$ cat src/rtl/matrix_adder_2x2_serial.sv
// matrix_adder_2x2_serial
// Rebuilds a 2x2 minuend matrix A from a difference matrix C (with borrow
// bits) and the subtrahend matrix B, one element per cycle through a single
// shared 4-bit adder. Each element also gets a flag that is set when the
// carry of the rebuilt addition disagrees with the borrow carried in C.
module matrix_adder_2x2_serial (
    input  logic       clk,
    input  logic       rst_n,
    input  logic       in_valid,
    output logic       in_ready,
    input  logic [3:0] c11,
    input  logic [3:0] c12,
    input  logic [3:0] c21,
    input  logic [3:0] c22,
    input  logic [2:0] b11,
    input  logic [2:0] b12,
    input  logic [2:0] b21,
    input  logic [2:0] b22,
    output logic       out_valid,
    input  logic       out_ready,
    output logic [2:0] a11,
    output logic [2:0] a12,
    output logic [2:0] a21,
    output logic [2:0] a22,
    output logic [3:0] err
);

    typedef enum logic [1:0] {
        IDLE = 2'd0,
        CALC = 2'd1,
        DONE = 2'd2
    } state_t;

    state_t     state;
    logic [1:0] idx;
    logic [3:0] c_q   [4];
    logic [2:0] b_q   [4];
    logic [2:0] a_q   [4];
    logic [3:0] err_q;

    logic [3:0] c_sel;
    logic [2:0] b_sel;
    logic [3:0] sum;

    // Zero-extended 3-bit + 3-bit add; bit 3 is the carry that must match
    // the borrow bit supplied with the difference.
    function automatic logic [3:0] add_elem(input logic [3:0] c, input logic [2:0] b);
        return {1'b0, c[2:0]} + {1'b0, b};
    endfunction

    // Element selection for the shared adder, indexed by the CALC step.
    always_comb begin
        c_sel = c_q[idx];
        b_sel = b_q[idx];
        sum   = add_elem(c_sel, b_sel);
    end

    // Control FSM with operand capture and per-element result write-back.
    always_ff @(posedge clk or negedge rst_n) begin
        if (!rst_n) begin
            state <= IDLE;
            idx   <= 2'd0;
            err_q <= 4'd0;
            for (int k = 0; k < 4; k++) begin
                c_q[k] <= 4'd0;
                b_q[k] <= 3'd0;
                a_q[k] <= 3'd0;
            end
        end else begin
            case (state)
                IDLE: begin
                    if (in_valid) begin
                        c_q[0] <= c11;
                        c_q[1] <= c12;
                        c_q[2] <= c21;
                        c_q[3] <= c22;
                        b_q[0] <= b11;
                        b_q[1] <= b12;
                        b_q[2] <= b21;
                        b_q[3] <= b22;
                        idx    <= 2'd0;
                        state  <= CALC;
                    end
                end
                CALC: begin
                    a_q[idx]   <= sum[2:0];
                    err_q[idx] <= sum[3] ^ c_sel[3];
                    idx        <= idx + 2'd1;
                    if (idx == 2'd3) begin
                        state <= DONE;
                    end
                end
                DONE: begin
                    if (out_ready) begin
                        state <= IDLE;
                    end
                end
                default: state <= IDLE;
            endcase
        end
    end

    // Handshake flags come straight from the state register.
    assign in_ready  = (state == IDLE);
    assign out_valid = (state == DONE);

    assign a11 = a_q[0];
    assign a12 = a_q[1];
    assign a21 = a_q[2];
    assign a22 = a_q[3];
    assign err = err_q;

endmodule

$ cat config.mk
export PLATFORM = sky130hd
export DESIGN_NAME = matrix_adder_2x2_serial
export DESIGN_NICKNAME = d
export VERILOG_FILES = /design/src/rtl/matrix_adder_2x2_serial.sv
export SDC_FILE = /design/constraint.sdc
export NUM_CORES = 1
export LEC_CHECK = 0
export BUFFER_PORTS_ARGS = -buffer_cell sky130_fd_sc_hd__buf_4
export CAP_MARGIN = 20
export CORE_MARGIN = 4
export CORE_UTILIZATION = 50
export CTS_CLUSTER_DIAMETER = 200
export DETAILED_ROUTE_END_ITERATION = 8
export PLACE_DENSITY = 0.8
export SLEW_MARGIN = 10
export SYNTH_ARGS = -nofsm -noshare
export SYNTH_HDL_FRONTEND = slang
export SYNTH_SLANG_ARGS = --single-unit
$ cat constraint.sdc
create_clock -name clk -period 4.87 [get_ports clk]
set_input_delay 0.487 -clock clk [delete_from_list [all_inputs] [get_ports clk]]
set_output_delay 0.487 -clock clk [all_outputs]
set_load 0.005 [all_outputs]
# Yosys cells after proc, flatten, opt, wreduce, memory -nomap -nowiden

Index checks and enable logic that the tools add are counted.

Output and inout bits: 18
Bits of input ports: 32
Flip-flop bits (word level): 48

Muxes and demuxes: 18
Magnitude comparators: 4
Reductions and logical operators: 7
Add/subtract/negate cells: 2
Bitwise gates (word level): 2
Eq/ne operators: 6

Operators by type and width:

| cell                | number |
|---|---|
| $bwmux 12           | 1 |
| $mux 3              | 3 |
| $bmux 4 s2          | 1 |
| $mux 2              | 4 |
| $mux 4              | 2 |
| $bmux 3 s2          | 1 |
| $demux 3 s2         | 1 |
| $pmux 2 s3          | 1 |
| $add 3x3->4         | 1 |
| $bwmux 4            | 1 |
| $eq 2x2->1 const B  | 2 |
| $ne 2x2->1 const B  | 2 |
| $pmux 2 s2          | 1 |
| $reduce_and 2->1    | 2 |
| $ge 3x3->1 const B  | 1 |
| $lt 2x3->1 const B  | 1 |
| $lt 3x1->1 const B  | 1 |
| $not 2->3           | 1 |
| $reduce_and 3->1    | 1 |
| $add 2x1->2 const B | 1 |
| $demux 1 s2         | 1 |
| $eq 2x1->1 const B  | 1 |
| $ge 2x1->1 const B  | 1 |
| $logic_and 1x1->1   | 2 |
| 5 further kinds     | 5 |

# Longest topological paths before layout

Gate-level depths: netlist (run 1).

Depth after elaboration: 7
Depth in mapped cells: 7
Depth with buffers taken out: 6

# Least setup slack after synthesis (run 1)

OpenSTA, ideal clock, no wires.

Kind: reg2reg
Start point: register idx[0]
End point: register err_q[0] (netlist: err[0])
Data required time: 4,744 ps
Data arrival time: 2,001 ps
Period minus slack after synthesis: 2,127 ps
Cell stages (with the launch flop): 7
Setup slack: 2,743 ps
Cell sequence: dfrtp_1 buf_6 mux4_1 ha_1 a21oi_1 a211o_1 nand3_1

Longest elaborated chain between the ends: 7
Elaborated cells on any way between the ends: 15
Those cells by class: 1 x add/sub; 2 x order compare; 9 x mux; 2 x bitwise; 1 x reduce/logical

RTL lines:

| item                                                                | line   | source |
|---|---|---|
| from (decl)                                                         | 35     | `logic [1:0] idx;` |
| from (signal assigned)                                              | 88     | `idx <= idx + 2'd1;` |
| $not 2->3 (implied by the code)                                     | 53, 54 |  |
| $bmux 4 s2 or $bmux 3 s2 (tied branches)                            | 53, 54 |  |
| $mux 4 (implied by the code) or $mux 3 (tied branches) (2 in a row) | 53, 54 |  |
| $add 3x3->4                                                         | 48     | `return {1'b0, c[2:0]} + {1'b0, b};` |
| $xor 1x1->1                                                         | 87     | `err_q[idx] <= sum[3] ^ c_sel[3];` |
| $bwmux 4 (*)                                                        | 87     |  |
| to (signal, indexed assignment)                                     | 87     |  |
| to (decl)                                                           | 39     | `logic [3:0] err_q;` |

Mark *: on every way between the ends. The rest lies on a longest branch, timed or not. The select of a mux whose other input is x is not followed.
A chain may end at the register's enable or synchronous reset.

# Worst setup path after layout (run 1)

Start point: register idx[0]
End point: register err_q[1] (netlist: err[1])

Same word-level chain as after synthesis.

==> results of run 1 <==
cell usage after synthesis, types with 2 or more instances:
cell type,instances
inv_1,8
a211o_1,4
buf_6,4
o21ai_0,11
mux4_1,6
nor2_1,2
nand3_1,5
ha_1,7
nand4b_1,4
mux2_2,31
nand3b_1,4
nand2_1,14
nand2b_1,2
dfrtp_1,48
layer usage:
| metal | vias up | global-route usage |
|---|---|---|
| li1 | 679 | - |
| met3 | 7 | 0.0481 |
| met2 | 44 | 0.261 |
| met5 | - | 0 |
| met4 | 0 | 0.0593 |
| met1 | 688 | 0.191 |
registers in the layout, indices dropped and copies added (netlist names), 3 cells and up:
| name | flops |
|---|---|
| a11 | 3 |
| a12 | 3 |
| a21 | 3 |
| a22 | 3 |
| b_q | 12 |
| c_q | 16 |
| err | 4 |
metrics by stage:
stage / power, W / hold slack (ns) / instances
6_report: 0.00194 / 0.187 / 264
5_1_grt: 0.00209 / 0.236 / 264
3_3_place_gp: 0.00160 / 0.462 / 256
3_5_place_dp: 0.00165 / 0.472 / 256
4_1_cts: 0.00196 / 0.207 / 264
2_1_floorplan: 0.00136 / 0.191 / 160
critical path: stages (launching register included):
cell and delay, ns:
dfrtp_1 0.66, mux4_1 0.62, ha_1 0.36, a21oi_1 0.49, a211o_1 0.21, nand3_1 0.06
path summary, 6_finish.rpt:
check                           from        to  slack [ns]
hold reg to reg               a21[2]    a21[2]        0.49
max in group asynchronous      rst_n    c_q[5]        4.28
setup reg to reg              idx[0]    err[1]        2.35
min in group clk           out_ready  state[1]        0.37
setup / recovery              idx[0]    err[1]        2.35
hold / removal                 rst_n    a12[1]        0.19
placed cells by master (no fill, tap or decap), drive strengths merged, types with 2 or more instances in the layout:
| master | count |
|---|---|
| o21ai | 11 |
| nand3b | 4 |
| buf | 50 |
| nand2 | 14 |
| nand4b | 4 |
| clkbuf | 7 |
| mux4 | 7 |
| ha | 7 |
| inv | 8 |
| dfrtp | 48 |
| nor2 | 2 |
| a211o | 4 |
| nand2b | 2 |
| nand3 | 5 |
| mux2 | 32 |
cell type report:
class                      count  share of cell area
tap                           52              0.0238
timing repair buffer          50               0.137
sequential                    48               0.439
clock buffer                   7              0.0352
multi-input combinational     98               0.343
inverter                       8              0.0110
clock inverter                 1              0.0110
power by group:
| group | internal, W | switching, W |
|---|---|---|
| Clock | 0.000181 | 0.000127 |
| Sequential | 0.000603 | 0.000137 |
| Combinational | 0.000476 | 0.000413 |
| Total | 0.00126 | 0.000677 |
cells by family after synthesis:
kind of cell             Yosys count  share of synthesized area
XOR/XNOR                           1                    0.00394
AO/OA/AOI/OAI                     17                     0.0461
AND/OR/NAND/NOR                   32                     0.0759
multiplexers                      40                      0.247
adder cells (fa/ha/maj)            8                     0.0483
buffers and inverters             14                     0.0388
flip-flops                        48                      0.540
==> results.sh, run 1 <==
export IMPL_peakVddDrop_mv=0.339
export IMPL_avgSynthCellArea_um2=13.9
export IMPL_dp_slack_ns=2.38
export IMPL_clock_latency_ns=0.30
export IMPL_first_global_vias=1349
export IMPL_hold_viol_final=0
export IMPL_overflow=0
export IMPL_synth_seq_cells=48
export IMPL_r2r_cells=5
export IMPL_place_area_um2=2610
export IMPL_cts_tree="yes"
export IMPL_gp_congestion=0.690
export IMPL_fin_util=0.633
export IMPL_diodes=0
export IMPL_postCtsSetupBuffers=0
export IMPL_fillers=350
export IMPL_syn_inst=160
export IMPL_timing_final_crit_period_ns=2.52
export IMPL_via_count=1418
export IMPL_initial_core_util=0.515
export IMPL_rows=24
export IMPL_ant_nets=0
export IMPL_max_freq_mhz=397
export IMPL_ios=50
export IMPL_wire_per_inst_um=15.2
export IMPL_finalSetupTns_ns=0
export IMPL_power_density_nw_per_um2=708
export IMPL_relSlewSlack=0.606
export IMPL_port_buffer_count=49
export IMPL_multiInputGateArea_um2=938
export IMPL_clk_path_buf_depth=2
export IMPL_fin_skew_ns=0.00751
export IMPL_placeableCoreArea_um2=4320
export IMPL_synthArstFlopShare=1.00
export IMPL_synth_edf_count=0
export IMPL_die_area_um2=5580
export IMPL_clk_pin_slew_ns=0.09
export IMPL_cts_root_buf="clkbuf_8"
export IMPL_synth_top_cell_by_area="dfrtp_1"
export IMPL_tightest_slew_ns=0.591
export IMPL_critPathMaxFanout=12
export IMPL_worst_slack_ns=2.35
export IMPL_synth_area_um2=2230
export IMPL_finalMaxSlewViolations=0
export IMPL_cts_buffers=5
export IMPL_maxCapViolations=0
export IMPL_synth_largest_type_area_fraction=0.540
export IMPL_area_delta_synth_final_pct=22.9
export IMPL_outcome="finished, final reports clean"
export IMPL_drc=0
export IMPL_synth_fp_nets=200
export IMPL_fp_dieW_um=74.7
export IMPL_yosysWarnings=0
export IMPL_cts_hold_buf=0
export IMPL_finalSetupViolCount=0
export IMPL_grt_max_degree=49
export IMPL_synth_area_leaders="dfrtp_1, mux2_2, mux4_1"
export IMPL_p_leak_nw=1.28
export IMPL_layout_drive_gt1_share=0.425
export IMPL_crit_required_ns=5.06
export IMPL_hold_class="in2async"
export IMPL_yosysUniqueCellTypes=24
export IMPL_cts_num_sinks=48
export IMPL_dr_pass1_iters=4
export IMPL_top_layer_used="met4"
export IMPL_regArea_um2=1200
export IMPL_setup_worst_path_start_class="register"
export IMPL_grt_pass1_wl_um=6490
export IMPL_wl_met2_um=1890
export IMPL_die_y_um=74.7
export IMPL_dp_final_hpwl_um=2890
export IMPL_path_class="reg2reg"
export IMPL_cp_end_kind="register"
export IMPL_rsz0062_at_grt="false"
export IMPL_grt_total_usage=0.156
export IMPL_drt_total_wl_um=4030
export IMPL_layout_nets=251
export IMPL_period_share=0.517
export IMPL_wl_met1_um=1790
export IMPL_ys_seq_area_frac=0.540
export IMPL_cts_resized_gates=0
export IMPL_drt_iter0_drc=78
export IMPL_antenna_found_initial=0
export IMPL_design_area_um2=2740
export IMPL_dr_wl_met3_um=287
export IMPL_vias_per_cell=5.37
export IMPL_crit_arrival_ns=2.70
export IMPL_htreeDepth=2
export IMPL_synthFlopType="dfrtp_1"
(Power assumes the default switching activity.)
==> inputs of run 2 (changes only) <==
==> constraint.sdc (replaced) <==
create_clock -name clk -period 2.6 [get_ports clk]
set_input_delay 0.26 -clock clk [delete_from_list [all_inputs] [get_ports clk]]
set_output_delay 0.26 -clock clk [all_outputs]
set_load 0.005 [all_outputs]
==> results.sh, run 2 (synthesis gave the netlist of run 1 again) <==
export IMPL_cts_resized_gates=0
export IMPL_first_global_vias=1450
export IMPL_cp_cell_sequence="buf_4 -> mux4_1 -> ha_1 -> nand3_1 -> a211o_1 -> nand3_1"
export IMPL_crit_arrival_ns=2.37
export IMPL_clock_latency_ns=0.30
export IMPL_cts_buffers=5
export IMPL_power_density_nw_per_um2=1320
export IMPL_worst_slack_ns=0.470
export IMPL_final_common_cell="buf_4"
export IMPL_layout_drive_gt1_share=0.431
export IMPL_die_y_um=74.7
export IMPL_clk_pin_slew_ns=0.08
export IMPL_final_cell_mix="buf_4, dfrtp_1, mux2_2"
export IMPL_diodes=0
export IMPL_path_common_cell="nand3_1"
export IMPL_finalSetupTns_ns=0
export IMPL_ios=50
export IMPL_hold_class="in2reg"
export IMPL_grt_total_usage=0.161
export IMPL_grt_max_degree=49
export IMPL_via_count=1423
export IMPL_gp_congestion=0.773
export IMPL_dp_final_hpwl_um=2910
export IMPL_outcome="finished, final reports clean"
export IMPL_fp_dieW_um=74.7
export IMPL_layout_nets=255
export IMPL_wire_per_inst_um=15.1
export IMPL_drt_total_wl_um=4040
export IMPL_cp_end_kind="register"
export IMPL_clk_path_buf_depth=2
export IMPL_design_area_um2=2770
export IMPL_rsz0062_at_grt="false"
export IMPL_cpPeakStageDelay_ns=0.56
export IMPL_antenna_found_initial=0
export IMPL_cts_root_buf="clkbuf_8"
export IMPL_fillers=338
export IMPL_die_area_um2=5580
export IMPL_finalMaxSlewViolations=0
export IMPL_cpMaxStageDelayCell="mux4_1"
export IMPL_critPathMaxFanout=8
export IMPL_area_delta_synth_final_pct=24.4
export IMPL_timing_final_crit_period_ns=2.13
export IMPL_initial_core_util=0.515
export IMPL_place_area_um2=2630
export IMPL_hold_viol_final=0
export IMPL_crit_required_ns=2.84
export IMPL_grt_pass1_wl_um=6740
export IMPL_dp_slack_ns=0.474
export IMPL_cts_num_sinks=48
export IMPL_peakVddDrop_mv=0.549
export IMPL_placeableCoreArea_um2=4320
export IMPL_dr_pass1_iters=4
export IMPL_tightest_slew_ns=0.597
export IMPL_largest_register_ffs=16
export IMPL_p_leak_nw=1.30
export IMPL_port_buffer_count=49
export IMPL_rows=24
export IMPL_top_register="c_q"
export IMPL_maxCapViolations=0
export IMPL_cts_tree="yes"
export IMPL_max_freq_mhz=469
export IMPL_drt_iter0_drc=91
export IMPL_drc=0
export IMPL_vias_per_cell=5.31
export IMPL_ant_nets=0
export IMPL_finalSetupViolCount=0
export IMPL_relSlewSlack=0.602
export IMPL_fin_skew_ns=0.00429
export IMPL_setup_worst_path_start_class="register"
export IMPL_htreeDepth=2
export IMPL_period_share=0.819
export IMPL_overflow=0
export IMPL_path_class="reg2reg"
## run 2: cell types whose count changed in the layout (fill, tap and decap cells not counted), sizes merged
cell / change
buf: +3
dlygate4sd3: +1
## run 2: cell type report
class | count | area [um^2] | area share
multi-input cells | 98 | 938 | 0.339
clock inverters | 1 | 30.0 | 0.0108
repair buffers | 54 | 408 | 0.147
well taps | 52 | 65.1 | 0.0235
flip-flops and latches | 48 | 1200 | 0.434
inverters | 8 | 30.0 | 0.0108
clock buffers | 7 | 96.3 | 0.0348
## run 2: worst max-delay path: cells and delay by family (launching register included)
kind	cells	cell delay [ns]
AO/OA/AOI/OAI	1	0.34
adder cells (fa/ha/maj)	1	0.35
buffers and inverters	1	0.16
flip-flops	1	0.35
multiplexers	1	0.56
AND/OR/NAND/NOR	2	0.32
## run 2: path summary, 6_finish.rpt
path	start	slack (ns)	end	cells past startpoint
max	idx[0]	0.47	err[3]	6
min	out_ready	0.14	state[1]	2
max reg2reg	idx[0]	0.47	err[3]	6
min reg2reg	a21[1]	0.49	a21[1]	2
max in group asynchronous	rst_n	1.69	c_q[7]	2
min in group asynchronous	rst_n	0.51	a22[1]	2
## run 2: routing by layer
layer | wire length [um] | global-route usage | vias to the layer above
met3 | 302 | 0.0481 | 5
li1 | - | - | 684
met1 | 1830 | 0.215 | 692
met2 | 1850 | 0.248 | 42
met4 | 58 | 0.0672 | 0
met5 | 0 | 0 | -
## run 2: metrics by stage
stage / instances / total power, W / util / hold slack [ns]
after floorplan: 160 / 0.00255 / - / -0.0356
after global placement: 259 / 0.00304 / 0.609 / 0.304
after detailed placement: 259 / 0.00310 / 0.609 / 0.307
after CTS: 268 / 0.00371 / 0.640 / 0.139
after global routing: 268 / 0.00397 / 0.640 / 0.150
final: 268 / 0.00366 / 0.640 / 0.145
## run 2: timing repair
action,CTS,global route
hold buffers,1,0
hold endpoints to repair,48,0
buffers inserted,0,0
## run 2: power breakdown
group	switching (W)	leakage (nW)	total, W	internal, W
clock network	0.000240	0.0645	0.000579	0.000339
registers	0.000227	0.577	0.00136	0.00113
logic	0.000788	0.661	0.00173	0.000938
total	0.00125	1.30	0.00366	0.00241
==> inputs of run 3 (changes only) <==
==> constraint.sdc (replaced) <==
create_clock -name clk -period 2.2 [get_ports clk]
set_input_delay 0.22 -clock clk [delete_from_list [all_inputs] [get_ports clk]]
set_output_delay 0.22 -clock clk [all_outputs]
set_load 0.005 [all_outputs]
==> results.sh, run 3 (synthesis gave the netlist of run 1 again) <==
export IMPL_outcome="finished, final reports clean"
export IMPL_fin_util=0.646
export IMPL_tightest_slew_ns=0.581
export IMPL_peakVddDrop_mv=0.766
export IMPL_drt_total_wl_um=4060
export IMPL_finalPower_w=0.00449
export IMPL_grt_max_degree=49
export IMPL_power_density_nw_per_um2=1610
export IMPL_crit_required_ns=2.42
export IMPL_htreeDepth=2
export IMPL_rows=24
export IMPL_rsz0062_at_grt="true"
export IMPL_area_delta_synth_final_pct=25.6
export IMPL_wire_per_inst_um=15.0
export IMPL_timing_final_crit_period_ns=2.09
export IMPL_final_cell_mix="buf_4, dfrtp_1, mux2_2"
export IMPL_cpPeakStageDelay_ns=0.59
export IMPL_place_area_um2=2630
export IMPL_finalMaxSlewViolations=0
export IMPL_cp_cell_sequence="mux4_1 -> ha_1 -> inv_1 -> fa_1 -> o21ai_0"
export IMPL_placeableCoreArea_um2=4320
export IMPL_max_freq_mhz=478
export IMPL_cp_end_kind="register"
export IMPL_crit_arrival_ns=2.32
export IMPL_hold_viol_final=0
export IMPL_cpMaxStageDelayCell="mux4_1"
export IMPL_period_share=0.952
export IMPL_gp_congestion=0.725
export IMPL_largest_register_ffs=16
export IMPL_dp_final_hpwl_um=2970
export IMPL_cts_tree="yes"
export IMPL_hold_slack_ns=0.0970
export IMPL_met3_usage=0.0454
export IMPL_final_common_cell="buf_4"
export IMPL_drt_iter0_drc=68
export IMPL_clk_path_buf_depth=2
export IMPL_ant_nets=0
export IMPL_fin_skew_ns=0.00648
export IMPL_die_area_um2=5580
export IMPL_hold_depth=2
export IMPL_clock_latency_ns=0.31
export IMPL_initial_core_util=0.515
export IMPL_r2r_start="idx[0]"
export IMPL_cts_root_buf="clkbuf_8"
export IMPL_hold_class="in2reg"
export IMPL_setup_worst_path_start_class="register"
export IMPL_drc=0
export IMPL_overflow=0
export IMPL_finalSetupTns_ns=0
export IMPL_critPathMaxFanout=8
export IMPL_min_from="out_ready"
export IMPL_path_class="reg2reg"
export IMPL_antenna_found_initial=0
export IMPL_layout_drive_gt1_share=0.454
export IMPL_via_count=1439
export IMPL_reg2reg_slack_ns=0.11
export IMPL_p_leak_nw=1.30
export IMPL_grtUsageMet1=0.221
export IMPL_diodes=0
export IMPL_maxCapViolations=0
export IMPL_grt_met2_usage=0.245
export IMPL_die_y_um=74.7
export IMPL_r2r_end="a12[1]"
export IMPL_finalSetupViolCount=0
export IMPL_fp_dieW_um=74.7
export IMPL_dr_pass1_iters=4
export IMPL_first_global_vias=1384
export IMPL_cts_num_sinks=48
export IMPL_grt_total_usage=0.160
export IMPL_min_to="state[1]"
export IMPL_busiest_layer="met2"
export IMPL_top_register="c_q"
export IMPL_cts_buffers=5
export IMPL_grt_pass1_wl_um=6710
export IMPL_design_area_um2=2800
export IMPL_r2r_cells=5
export IMPL_clk_pin_slew_ns=0.08
export IMPL_layout_nets=257
export IMPL_port_buffer_count=49
export IMPL_ios=50
export IMPL_relSlewSlack=0.613
export IMPL_vias_per_cell=5.33
[run 3: layer usage]
| metal | up-vias | part of all wire |
|---|---|---|
| met3 | 6 | 0.067 |
| met2 | 46 | 0.46 |
| li1 | 691 | - |
| met5 | - | 0 |
| met1 | 696 | 0.46 |
| met4 | 0 | 0.013 |
[run 3: final cells by class]
type | count | area, um^2
flip-flops and latches | 48 | 1200
clock inverters | 3 | 42.5
fillers | 345 | 1530
well taps | 52 | 65.1
clock buffers | 5 | 68.8
repair buffers | 56 | 423
inverters | 8 | 30.0
multi-input cells | 98 | 963
[run 3: how the worst max path moves through the flow]
stage	from	endpoint	slack [ns]	cells past startpoint
floorplan	idx[0]	err[0]	0.07	6
global placement	idx[0]	err[2]	0.07	5
detailed placement	idx[0]	a22[1]	-0.03	5
CTS	idx[0]	a22[1]	0.04	5
global route	idx[0]	a11[2]	-0.003	6
finish	idx[0]	a12[1]	0.11	5
[run 3: repair_timing]
| item | in CTS | in global routing |
|---|---|---|
| hold buffers | 1 | 0 |
| setup endpoints to repair | 9 | 11 |
| endpoints found under the hold margin | 48 | 0 |
| setup buffers | 0 | 2 |
| resized for setup | 1 | 6 |
[run 3: worst max-delay path, delay by kind of cell (launching register included)]
kind | cells | cell delay, ns
buffers and inverters | 1 | 0.07
adder cells (fa/ha/maj) | 2 | 0.71
AO/OA/AOI/OAI | 1 | 0.18
multiplexers | 1 | 0.59
flip-flops | 1 | 0.46
[run 3: metrics by stage]
stage | cells | setup WS [ns]
finish | 270 | 0.106
global placement | 259 | 0.0718
CTS | 268 | 0.0426
global route | 270 | -0.00307
floorplan | 160 | 0.0735
detailed placement | 259 | -0.0270
[run 3: where the power goes]
part	internal (W)	switching [W]	leakage, nW
Clock	0.000336	0.000294	0.0541
Sequential	0.00134	0.000302	0.576
Combinational	0.00121	0.00100	0.672
